$ cat src/rtl/deinter_sched.sv
// Symbol-level scheduler feeding the OFDM deinterleaver: per-packet config latch,
// one-symbol-at-a-time input gating, drain tracking, completion and stall flags.
module deinter_sched #(
    parameter int DRAIN_TIMEOUT = 1024,
    parameter int SYM_W         = 16
) (
    input  logic             clock,
    input  logic             reset,
    input  logic             pkt_start,
    input  logic [7:0]       pkt_rate,
    input  logic [SYM_W-1:0] pkt_num_sym,
    input  logic [5:0]       in_bits,
    input  logic             in_strobe,
    output logic             in_ready,
    output logic             deint_enable,
    output logic             deint_reset,
    output logic [7:0]       deint_rate,
    output logic [5:0]       deint_bits,
    output logic             deint_strobe,
    input  logic             deint_out_strobe,
    output logic             sym_done,
    output logic             pkt_done,
    output logic             busy,
    output logic             err_drop,
    output logic             err_timeout,
    output logic [SYM_W-1:0] sym_count
);
    // state | meaning
    // IDLE  | no packet; deinterleaver held in reset
    // FLUSH | two cycles of deinterleaver reset with the new rate applied
    // LOAD  | accepting N_SC subcarrier words of one symbol
    // DRAIN | demodulator held off until N_DBPS pairs come out
    typedef enum logic [1:0] {IDLE, FLUSH, LOAD, DRAIN} state_t;

    localparam int TMR_W = $clog2(DRAIN_TIMEOUT + 1);
    localparam logic [TMR_W-1:0] TMR_END = TMR_W'(DRAIN_TIMEOUT);

    state_t           state;
    logic [SYM_W-1:0] num_sym_q;
    logic [5:0]       sc_cnt;
    logic [8:0]       pair_cnt;
    logic [TMR_W-1:0] timer;
    logic             flush_cnt;

    logic [5:0]       n_sc;
    logic [8:0]       n_dbps;
    logic [TMR_W-1:0] timer_nxt;
    logic             last_pair;
    logic             last_sym;

    assign n_sc      = deint_rate[7] ? 6'd52 : 6'd48;
    assign timer_nxt = timer + TMR_W'(1);
    assign last_pair = deint_out_strobe && (pair_cnt + 9'd1 == n_dbps);
    assign last_sym  = (sym_count + SYM_W'(1) == num_sym_q);

    always_comb begin
        n_dbps = 9'd24;
        if (deint_rate[7]) begin
            case (deint_rate[3:0])
                4'd0:    n_dbps = 9'd26;
                4'd1:    n_dbps = 9'd52;
                4'd2:    n_dbps = 9'd78;
                4'd3:    n_dbps = 9'd104;
                4'd4:    n_dbps = 9'd156;
                4'd5:    n_dbps = 9'd208;
                4'd6:    n_dbps = 9'd234;
                4'd7:    n_dbps = 9'd260;
                default: n_dbps = 9'd24;
            endcase
        end else begin
            case (deint_rate[3:0])
                4'hB:    n_dbps = 9'd24;
                4'hF:    n_dbps = 9'd36;
                4'hA:    n_dbps = 9'd48;
                4'hE:    n_dbps = 9'd72;
                4'h9:    n_dbps = 9'd96;
                4'hD:    n_dbps = 9'd144;
                4'h8:    n_dbps = 9'd192;
                4'hC:    n_dbps = 9'd216;
                default: n_dbps = 9'd24;
            endcase
        end
    end

    always_ff @(posedge clock or posedge reset) begin
        if (reset) begin
            state        <= IDLE;
            num_sym_q    <= '0;
            sc_cnt       <= '0;
            pair_cnt     <= '0;
            timer        <= '0;
            flush_cnt    <= 1'b0;
            in_ready     <= 1'b0;
            deint_enable <= 1'b0;
            deint_reset  <= 1'b1;
            deint_rate   <= '0;
            deint_bits   <= '0;
            deint_strobe <= 1'b0;
            sym_done     <= 1'b0;
            pkt_done     <= 1'b0;
            busy         <= 1'b0;
            err_drop     <= 1'b0;
            err_timeout  <= 1'b0;
            sym_count    <= '0;
        end else begin
            deint_strobe <= 1'b0;
            sym_done     <= 1'b0;
            pkt_done     <= 1'b0;
            if (in_strobe && !in_ready)
                err_drop <= 1'b1;

            if (pkt_start) begin
                // A packet finishing on this very cycle still reports completion.
                if (state == DRAIN && last_pair && last_sym) begin
                    sym_done <= 1'b1;
                    pkt_done <= 1'b1;
                end
                deint_rate   <= pkt_rate;
                num_sym_q    <= pkt_num_sym;
                sym_count    <= '0;
                err_drop     <= 1'b0;
                err_timeout  <= 1'b0;
                sc_cnt       <= '0;
                pair_cnt     <= '0;
                timer        <= '0;
                flush_cnt    <= 1'b0;
                in_ready     <= 1'b0;
                deint_enable <= 1'b0;
                deint_reset  <= 1'b1;
                if (pkt_num_sym == '0) begin
                    pkt_done <= 1'b1;
                    state    <= IDLE;
                    busy     <= 1'b0;
                end else begin
                    state <= FLUSH;
                    busy  <= 1'b1;
                end
            end else begin
                case (state)
                    IDLE: ;
                    FLUSH: begin
                        if (flush_cnt) begin
                            state        <= LOAD;
                            deint_reset  <= 1'b0;
                            deint_enable <= 1'b1;
                            in_ready     <= 1'b1;
                        end else begin
                            flush_cnt <= 1'b1;
                        end
                    end
                    LOAD: begin
                        if (in_strobe && in_ready) begin
                            deint_strobe <= 1'b1;
                            deint_bits   <= in_bits;
                            if (sc_cnt == n_sc - 6'd1) begin
                                sc_cnt   <= '0;
                                timer    <= '0;
                                in_ready <= 1'b0;
                                state    <= DRAIN;
                            end else begin
                                sc_cnt <= sc_cnt + 6'd1;
                            end
                        end
                    end
                    DRAIN: begin
                        if (deint_out_strobe) begin
                            timer <= '0;
                            if (last_pair) begin
                                pair_cnt  <= '0;
                                sym_done  <= 1'b1;
                                sym_count <= sym_count + SYM_W'(1);
                                if (last_sym) begin
                                    pkt_done     <= 1'b1;
                                    state        <= IDLE;
                                    busy         <= 1'b0;
                                    deint_enable <= 1'b0;
                                    deint_reset  <= 1'b1;
                                end else begin
                                    state    <= LOAD;
                                    in_ready <= 1'b1;
                                end
                            end else begin
                                pair_cnt <= pair_cnt + 9'd1;
                            end
                        end else if (timer_nxt == TMR_END) begin
                            err_timeout  <= 1'b1;
                            state        <= IDLE;
                            busy         <= 1'b0;
                            deint_enable <= 1'b0;
                            deint_reset  <= 1'b1;
                            timer        <= '0;
                            pair_cnt     <= '0;
                        end else begin
                            timer <= timer_nxt;
                        end
                    end
                    default: state <= IDLE;
                endcase
            end
        end
    end
endmodule

$ cat config.mk
export PLATFORM = sky130hd
export DESIGN_NAME = deinter_sched
export DESIGN_NICKNAME = d
export VERILOG_FILES = /design/src/rtl/deinter_sched.sv
export SDC_FILE = /design/constraint.sdc
export NUM_CORES = 1
export LEC_CHECK = 0
export BUFFER_PORTS_ARGS = -buffer_cell sky130_fd_sc_hd__buf_2
export CAP_MARGIN = 20
export CORE_ASPECT_RATIO = 1.75
export CORE_MARGIN = 2
export CORE_UTILIZATION = 55
export DETAILED_ROUTE_END_ITERATION = 6
export PLACE_DENSITY = 0.77
export SYNTH_ARGS = -nofsm -noshare
export SYNTH_HDL_FRONTEND = slang
export SYNTH_SLANG_ARGS = --single-unit
$ cat constraint.sdc
create_clock -name clock -period 4.44 [get_ports clock]
set_input_delay 0.888 -clock clock [delete_from_list [all_inputs] [get_ports clock]]
set_output_delay 0.888 -clock clock [all_outputs]
set_load 0.1 [all_outputs]
==> results.toml, run 1 <==
[place]
io_buffer_count = 73
globalplace.congestion = 0.966
hpwl_um = 9700
place_inst = 726

[critical_path]
max_stage_delay_ns = 0.49
cpLargestDelayFamily = "compound AO/OA/AOI/OAI gates"
cp_slowest_cell = "dfrtp_1"
r2r_start = "deint_rate[1]$_DFFE_PP0P_"
endpoint_kind = "flop"
crit_chain = "inv_1, ha_1, mux2_2, a32oi_1, nand4_1, a31oi_1, o2111ai_2, buf_8, or4_1, a21oi_1"
cp-endpoint = "sym_count[12]$_DFFE_PP0P_"
required_ns = 4.69
critPathBufInv = 2
start_kind = "flop"
cp_data_arrival_time_ns = 3.75
r2r-end = "sym_count[12]$_DFFE_PP0P_"
rrSetupSlack_ns = 0.94
setup.worst_path.start = "deint_rate[1]$_DFFE_PP0P_"
path_depth = 10
critPathKind = "flop to flop"
r2r_cells = 10
crit_fanout = 19

[pwr]
worst_ir_drop_vdd_v = 0.000443
leakagePower_nw = 2.56
power_per_cell_area_mw_per_mm2 = 408

[synth]
synthesis.nets = 600
avgSynthCellArea_um2 = 9.43
ys_warn_count = 0
synth.area.mux_share_pct = 7.63
synth-xor-area-share_pct = 5.85
synth_cells = 551
yosysSeqAreaShare_pct = 40.5
yosys.area_share.adder_pct = 3.37
synthArstFlopShare_pct = 100
synth_top_flop_cell = "dfrtp_1"
ys_types = 71
synthesis.area_mm2 = 0.00520
synthSimpleGateAreaFrac_pct = 20.9
synth-compound-area-share_pct = 18.3
synth_edf_count = 0
synth_top_family_by_area = "simple AND/OR/NAND/NOR gates"
synth-seq-cells = 84

[finish]
num_antenna_cells = 0
area_growth_pct = 15.2
nFillCells = 773
nets = 666
final_layout_size_suffix_gt1_share_pct = 21.7
final_cells = 743

[route]
vias = 4685
drt_iter0_markers = 285
drc = 0
detail_route.wl_per_cell_um = 18.1
first_pass_iters = 5
viasPerCell = 6.31
drt_wl_total_um = 13500
ant_nets = 0

[die]
dieArea_mm2 = 0.0103
die_y_um = 133
num_io_pins = 74
rows = 47
initial_core_util_pct = 55.6
die_x_um = 77.5
coreArea_mm2 = 0.00935

[grt]
grt_max_degree = 61
antenna_found_initial = 0
grt_pass1_vias = 4625
grt-ovfl-total = 0
grt_pass1_wl_um = 22000
grtUsageTotal_pct = 26.9

[sta]
max_slew_margin_pct = 43.0
slew_violations = 0
worst_slew_pin_slew_ns = 0.849
fmax_mhz = 286
final-setup-viol-count = 0
timing_hold_violations_final = 0
min_period_ns = 3.50
fin_crit_sh_pct = 78.8
rsz0062_at_grt = "false"
fin_skew_ns = 0.00527
tns_ns = 0

[clocking]
cts_hold_buf = 0
cts_sinks = 84
htreeDepth = 3
insertion_delay_ns = 0.34
cts_root_buf = "clkbuf_16"
cts_buffer_depth = 2
cts_resized = 0
cts_buffers = 9
cts_setup_buffers = 0
clkSlewWorstSetupHoldPaths_ns = 0.06
cts_tree = "built"

[run]
cap_violations = 0

[run_status]
status = "finished clean"

[worst_hold_path]
min_path_type = "primary input to asynchronous set/reset pin"
## stage by stage
step	cell area, um^2	util, %	power, mW	setup slack [ns]	hold WS [ns]
3_5_place_dp	5650	60.4	1.71	0.768	0.484
3_3_place_gp	5650	60.4	1.68	1.01	0.475
5_1_grt	5990	64.0	2.56	0.669	0.469
6_report	5990	64.0	2.45	0.940	0.458
4_1_cts	5940	63.6	2.45	0.753	0.500
2_1_floorplan	5200	-	1.53	0.898	0.474
## flip-flops by register name, indices dropped and copies added (netlist names)
signal,count
sym_done,1
sym_count,16
deint_rate,8
deint_enable,1
pkt_done,1
deint_bits,6
err_drop,1
flush_cnt,1
sc_cnt,6
num_sym_q,16
state,2
pair_cnt,9
busy,1
err_timeout,1
in_ready,1
deint_strobe,1
timer,11
deint_reset,1
## layer usage
layer	vias to the layer above	routed length [um]	GRT usage (%)
met5	-	0	0
met2	175	7300	49.5
li1	2183	-	-
met1	2278	4950	28.4
met4	0	632	15.9
met3	49	577	3.82
## cells by family (layout without fill, tap and decap cells)
logic type,after synthesis,in the layout
compound gates,143,143
xor+xnor,33,33
fa+ha+maj,14,14
buf+inv,45,115
flops,84,84
mux,36,36
simple gates,196,196
## cell usage in the layout, fill, tap and decap left out, types with 8 or more instances in the layout
| master | n |
|---|---|
| a21oi_1 | 31 |
| and3_1 | 8 |
| buf_2 | 73 |
| clkbuf_16 | 9 |
| dfrtp_1 | 83 |
| ha_1 | 14 |
| inv_1 | 18 |
| mux2_2 | 29 |
| nand2_1 | 42 |
| nand2b_1 | 11 |
| nand3_1 | 28 |
| nand4_1 | 12 |
| nor2_1 | 15 |
| nor2b_1 | 9 |
| nor3_1 | 14 |
| nor4_1 | 10 |
| o21ai_0 | 43 |
| o31ai_1 | 10 |
| or3_1 | 15 |
| xnor2_1 | 21 |
| xor2_1 | 11 |
## cell usage after synthesis, drive strengths merged (15+ instances only)
cell type,count,share of area [%]
or3,16,2.0
o21ai,44,4.2
dfrtp,83,40
xnor2,21,3.5
nand2,42,3.0
nor2,15,1.1
clkbuf,16,1.2
mux2,29,6.3
a21oi,31,3.0
nand3,28,2.7
inv,20,1.4
## worst min-delay path by stage
stage | end | cells after the start
after floorplan | flush_cnt$_DFFE_PP0P_ | 2
after global placement | err_drop$_DFFE_PP0P_ | 2
after detailed placement | err_drop$_DFFE_PP0P_ | 2
after CTS | err_drop$_DFFE_PP0P_ | 2
after global routing | state[1]$_DFFE_PP0P_ | 2
final | num_sym_q[2]$_DFFE_PP0P_ | 2
## final cells by class
cell class | count | area [um^2] | share of cell area [%]
clock buffers | 11 | 243 | 4.05
multi-input cells | 422 | 2920 | 48.7
flip-flops and latches | 84 | 2100 | 35.1
well taps | 122 | 153 | 2.55
inverters | 20 | 76.3 | 1.27
repair buffers | 80 | 445 | 7.44
clock inverters | 4 | 50.0 | 0.836
## power by group
group / internal, mW / switching (mW) / leakage [nW]
sequential: 0.843 / 0.0729 / 1.10
clock: 0.447 / 0.299 / 0.138
combinational: 0.211 / 0.574 / 1.32
No activity file was read; power rests on OpenSTA's default activity.
==> inputs of run 2 (changes only) <==
--- a/config.mk
+++ b/config.mk
@@ -5,6 +5,7 @@
 export SDC_FILE = /design/constraint.sdc
 export NUM_CORES = 1
 export LEC_CHECK = 0
+export ABC_AREA = 1
 export BUFFER_PORTS_ARGS = -buffer_cell sky130_fd_sc_hd__buf_2
 export CAP_MARGIN = 20
 export CORE_ASPECT_RATIO = 1.75
==> constraint.sdc (replaced) <==
create_clock -name clock -period 3.4 [get_ports clock]
set_input_delay 0.68 -clock clock [delete_from_list [all_inputs] [get_ports clock]]
set_output_delay 0.68 -clock clock [all_outputs]
set_load 0.1 [all_outputs]
==> results.toml, run 2 <==
[run_status]
status = "finished clean"

[die]
die_x_um = 78.2
rows = 47
coreArea_mm2 = 0.00941
die_y_um = 134
num_io_pins = 74
initial_core_util_pct = 56.3
dieArea_mm2 = 0.0105

[synth]
ys_warn_count = 0
synth-xor-area-share_pct = 2.15
avgSynthCellArea_um2 = 7.07
synth_top_flop_cell = "dfrtp_1"
synthArstFlopShare_pct = 100
synth_top_cell_area_share_pct = 39.2
synthesis.nets = 798
synth_cells = 749
synth_top_family_by_area = "simple AND/OR/NAND/NOR gates"
yosysSeqAreaShare_pct = 39.7
ys_types = 36
synthesis.area_mm2 = 0.00530
yosys.area_share.adder_pct = 3.31
synth_edf_count = 0
yosys-top-cells-area = "dfrtp_1, nand2_1, inv_1"
synth.top_cells.by_count = "nand2_1, inv_1, dfrtp_1"
synthSimpleGateAreaFrac_pct = 35.6
yosys.cell_count.top_type = "nand2_1"
yosysTopAreaCell = "dfrtp_1"
synth.area.mux_share_pct = 0
synth-seq-cells = 84
synth-compound-area-share_pct = 10.0

[sta]
max_slew_margin_pct = 55.4
final-setup-viol-count = 0
timing_hold_violations_final = 0
rsz0062_at_grt = "false"
tns_ns = 0
slew_violations = 0
worst_slew_pin_slew_ns = 0.667
fin_skew_ns = 0.00697
fin_crit_sh_pct = 77.7
min_period_ns = 2.64
fmax_mhz = 379

[clocking]
cts_resized = 0
cts_sinks = 84
cts_buffer_depth = 2
cts_buffers = 9
insertion_delay_ns = 0.34
htreeDepth = 3
cts_root_buf = "clkbuf_16"
cts_hold_buf = 0
cts_tree = "built"
clkSlewWorstSetupHoldPaths_ns = 0.06
cts_setup_buffers = 0

[pwr]
power_frac_comb_pct = 32.0
p_int_mw = 1.98
p_clk_share_pct = 31.8
swShare_pct = 40.3
finalPower_mw = 3.31
p_seq_share_pct = 36.2
switchingPower_mw = 1.33
leakagePower_nw = 3.11
power_per_cell_area_mw_per_mm2 = 542
worst_ir_drop_vdd_v = 0.000420

[route]
drt_iter0_markers = 313
drc = 0
ant_nets = 0
vias = 5236
viasPerCell = 5.51
detail_route.wl_per_cell_um = 14.5
drt_wl_total_um = 13700
first_pass_iters = 5

[place]
globalplace.congestion = 0.980
place_area_mm2 = 0.00579
hpwl_um = 10400
io_buffer_count = 73

[critical_path]
path_depth = 14
required_ns = 3.65
max_stage_delay_ns = 0.46
start_kind = "flop"
critPathBufInv = 1
r2r_cells = 14
cp_slowest_cell = "dfrtp_1"
path_common_cell = "nand2_1"
crit_fanout = 17
crit_chain = "inv_1, ha_1, nand2_1, nand3_1, nand2_1, nand2_1, nand2_1, nor2_1, nand4_1, nor2_1, nand2_1, nor2_4, nand2_2, o21ai_0"
cp_data_arrival_time_ns = 2.89
endpoint_kind = "flop"
cpLargestDelayFamily = "simple AND/OR/NAND/NOR gates"
critPathKind = "flop to flop"

[grt]
grt_pass1_wl_um = 23200
grt-busiest-layer = "met2"
grtUsageTotal_pct = 27.7
grt_max_degree = 78
grtUsageMet1_pct = 30.3
grtUsageMet2_pct = 50.0
antenna_found_initial = 0
grt-ovfl-total = 0
grt_pass1_vias = 5155
met3_usage_pct = 3.70

[finish]
reg_top3 = "num_sym_q x16, sym_count x16, timer x11"
final_layout_size_suffix_gt1_share_pct = 16.5
num_antenna_cells = 0
final_util_pct = 64.9
final_common_cell = "nand2_1"
stdcell_area_mm2 = 0.00611
area_growth_pct = 15.3
nets = 874
final_cell_mix = "nand2_1, inv_1, dfrtp_1"

[worst_hold_path]
min_path_type = "primary input to asynchronous set/reset pin"

[run]
cap_violations = 0
## run 2: changes by cell type after synthesis, sizes merged, moves of 11 or more
cell,before,now
nand2b,11,0
xnor2,21,1
or3,16,0
nand2,42,259
nor2,15,67
a21oi,31,9
nand3,28,77
mux2,29,0
o22ai,2,19
inv,20,110
## run 2: cells by family after synthesis
kind of cell    count (synthesis)
compound gates                 84
simple gates                  431
flops                          84
buf+inv                       123
fa+ha+maj                      14
xor+xnor                       13
## run 2: per-stage QoR
step / setup WS (ns) / hold WS, ns / std cells
2_1_floorplan: 0.544 / 0.461 / 749
3_3_place_gp: 0.880 / 0.452 / 936
3_5_place_dp: 0.799 / 0.453 / 936
4_1_cts: 0.762 / 0.213 / 951
5_1_grt: 0.525 / 0.236 / 951
6_report: 0.759 / 0.219 / 951
## run 2: layer usage
layer / vias to the layer above / wire length [um]
met1: 2469 / 5160
met2: 168 / 7370
met4: 0 / 668
met5: - / 0
met3: 58 / 547
li1: 2541 / -
## run 2: worst paths after layout
check                                            endpoint                       from  slack, ns
worst max-delay path             sym_count[1]$_DFFE_PP0P_  deint_rate[1]$_DFFE_PP0P_       0.76
max in group asynchronous       deint_bits[5]$_DFFE_PP0P_                      reset       2.52
worst max register to register   sym_count[1]$_DFFE_PP0P_  deint_rate[1]$_DFFE_PP0P_       0.76
min in group clock              deint_bits[5]$_DFFE_PP0P_  deint_bits[5]$_DFFE_PP0P_       0.47
worst min-delay path              pair_cnt[6]$_DFFE_PP0P_                      reset       0.22
worst min register to register  deint_bits[5]$_DFFE_PP0P_  deint_bits[5]$_DFFE_PP0P_       0.47
## run 2: final cells by class
class / instances / area (um^2)
Clock buffer: 9 / 225
Multi-Input combinational cell: 542 / 2700
Inverter: 110 / 417
Timing Repair Buffer: 78 / 415
Clock inverter: 6 / 88.8
Sequential cell: 84 / 2100
Fill cell: 845 / 3300
Tap cell: 122 / 153
## run 2: worst register-to-register path: stages, from the launching register on
cell	delay, ns
dfrtp_1	0.46
inv_1	0.15
ha_1	0.35
nand2_1	0.08
nand3_1	0.12
nand2_1	0.06
nand2_1	0.06
nand2_1	0.06
nor2_1	0.12
nand4_1	0.11
nor2_1	0.10
nand2_1	0.10
nor2_4	0.16
nand2_2	0.30
o21ai_0	0.30
## run 2: power by group through the flow
stage / clock, mW / combinational, mW / sequential, mW
finish: 1.05 / 1.06 / 1.20
global route: 1.10 / 1.15 / 1.21
CTS: 1.06 / 1.06 / 1.20
detailed placement: 0 / 1.06 / 1.21
global placement: 0 / 1.03 / 1.21
floorplan: 0 / 0.417 / 1.63
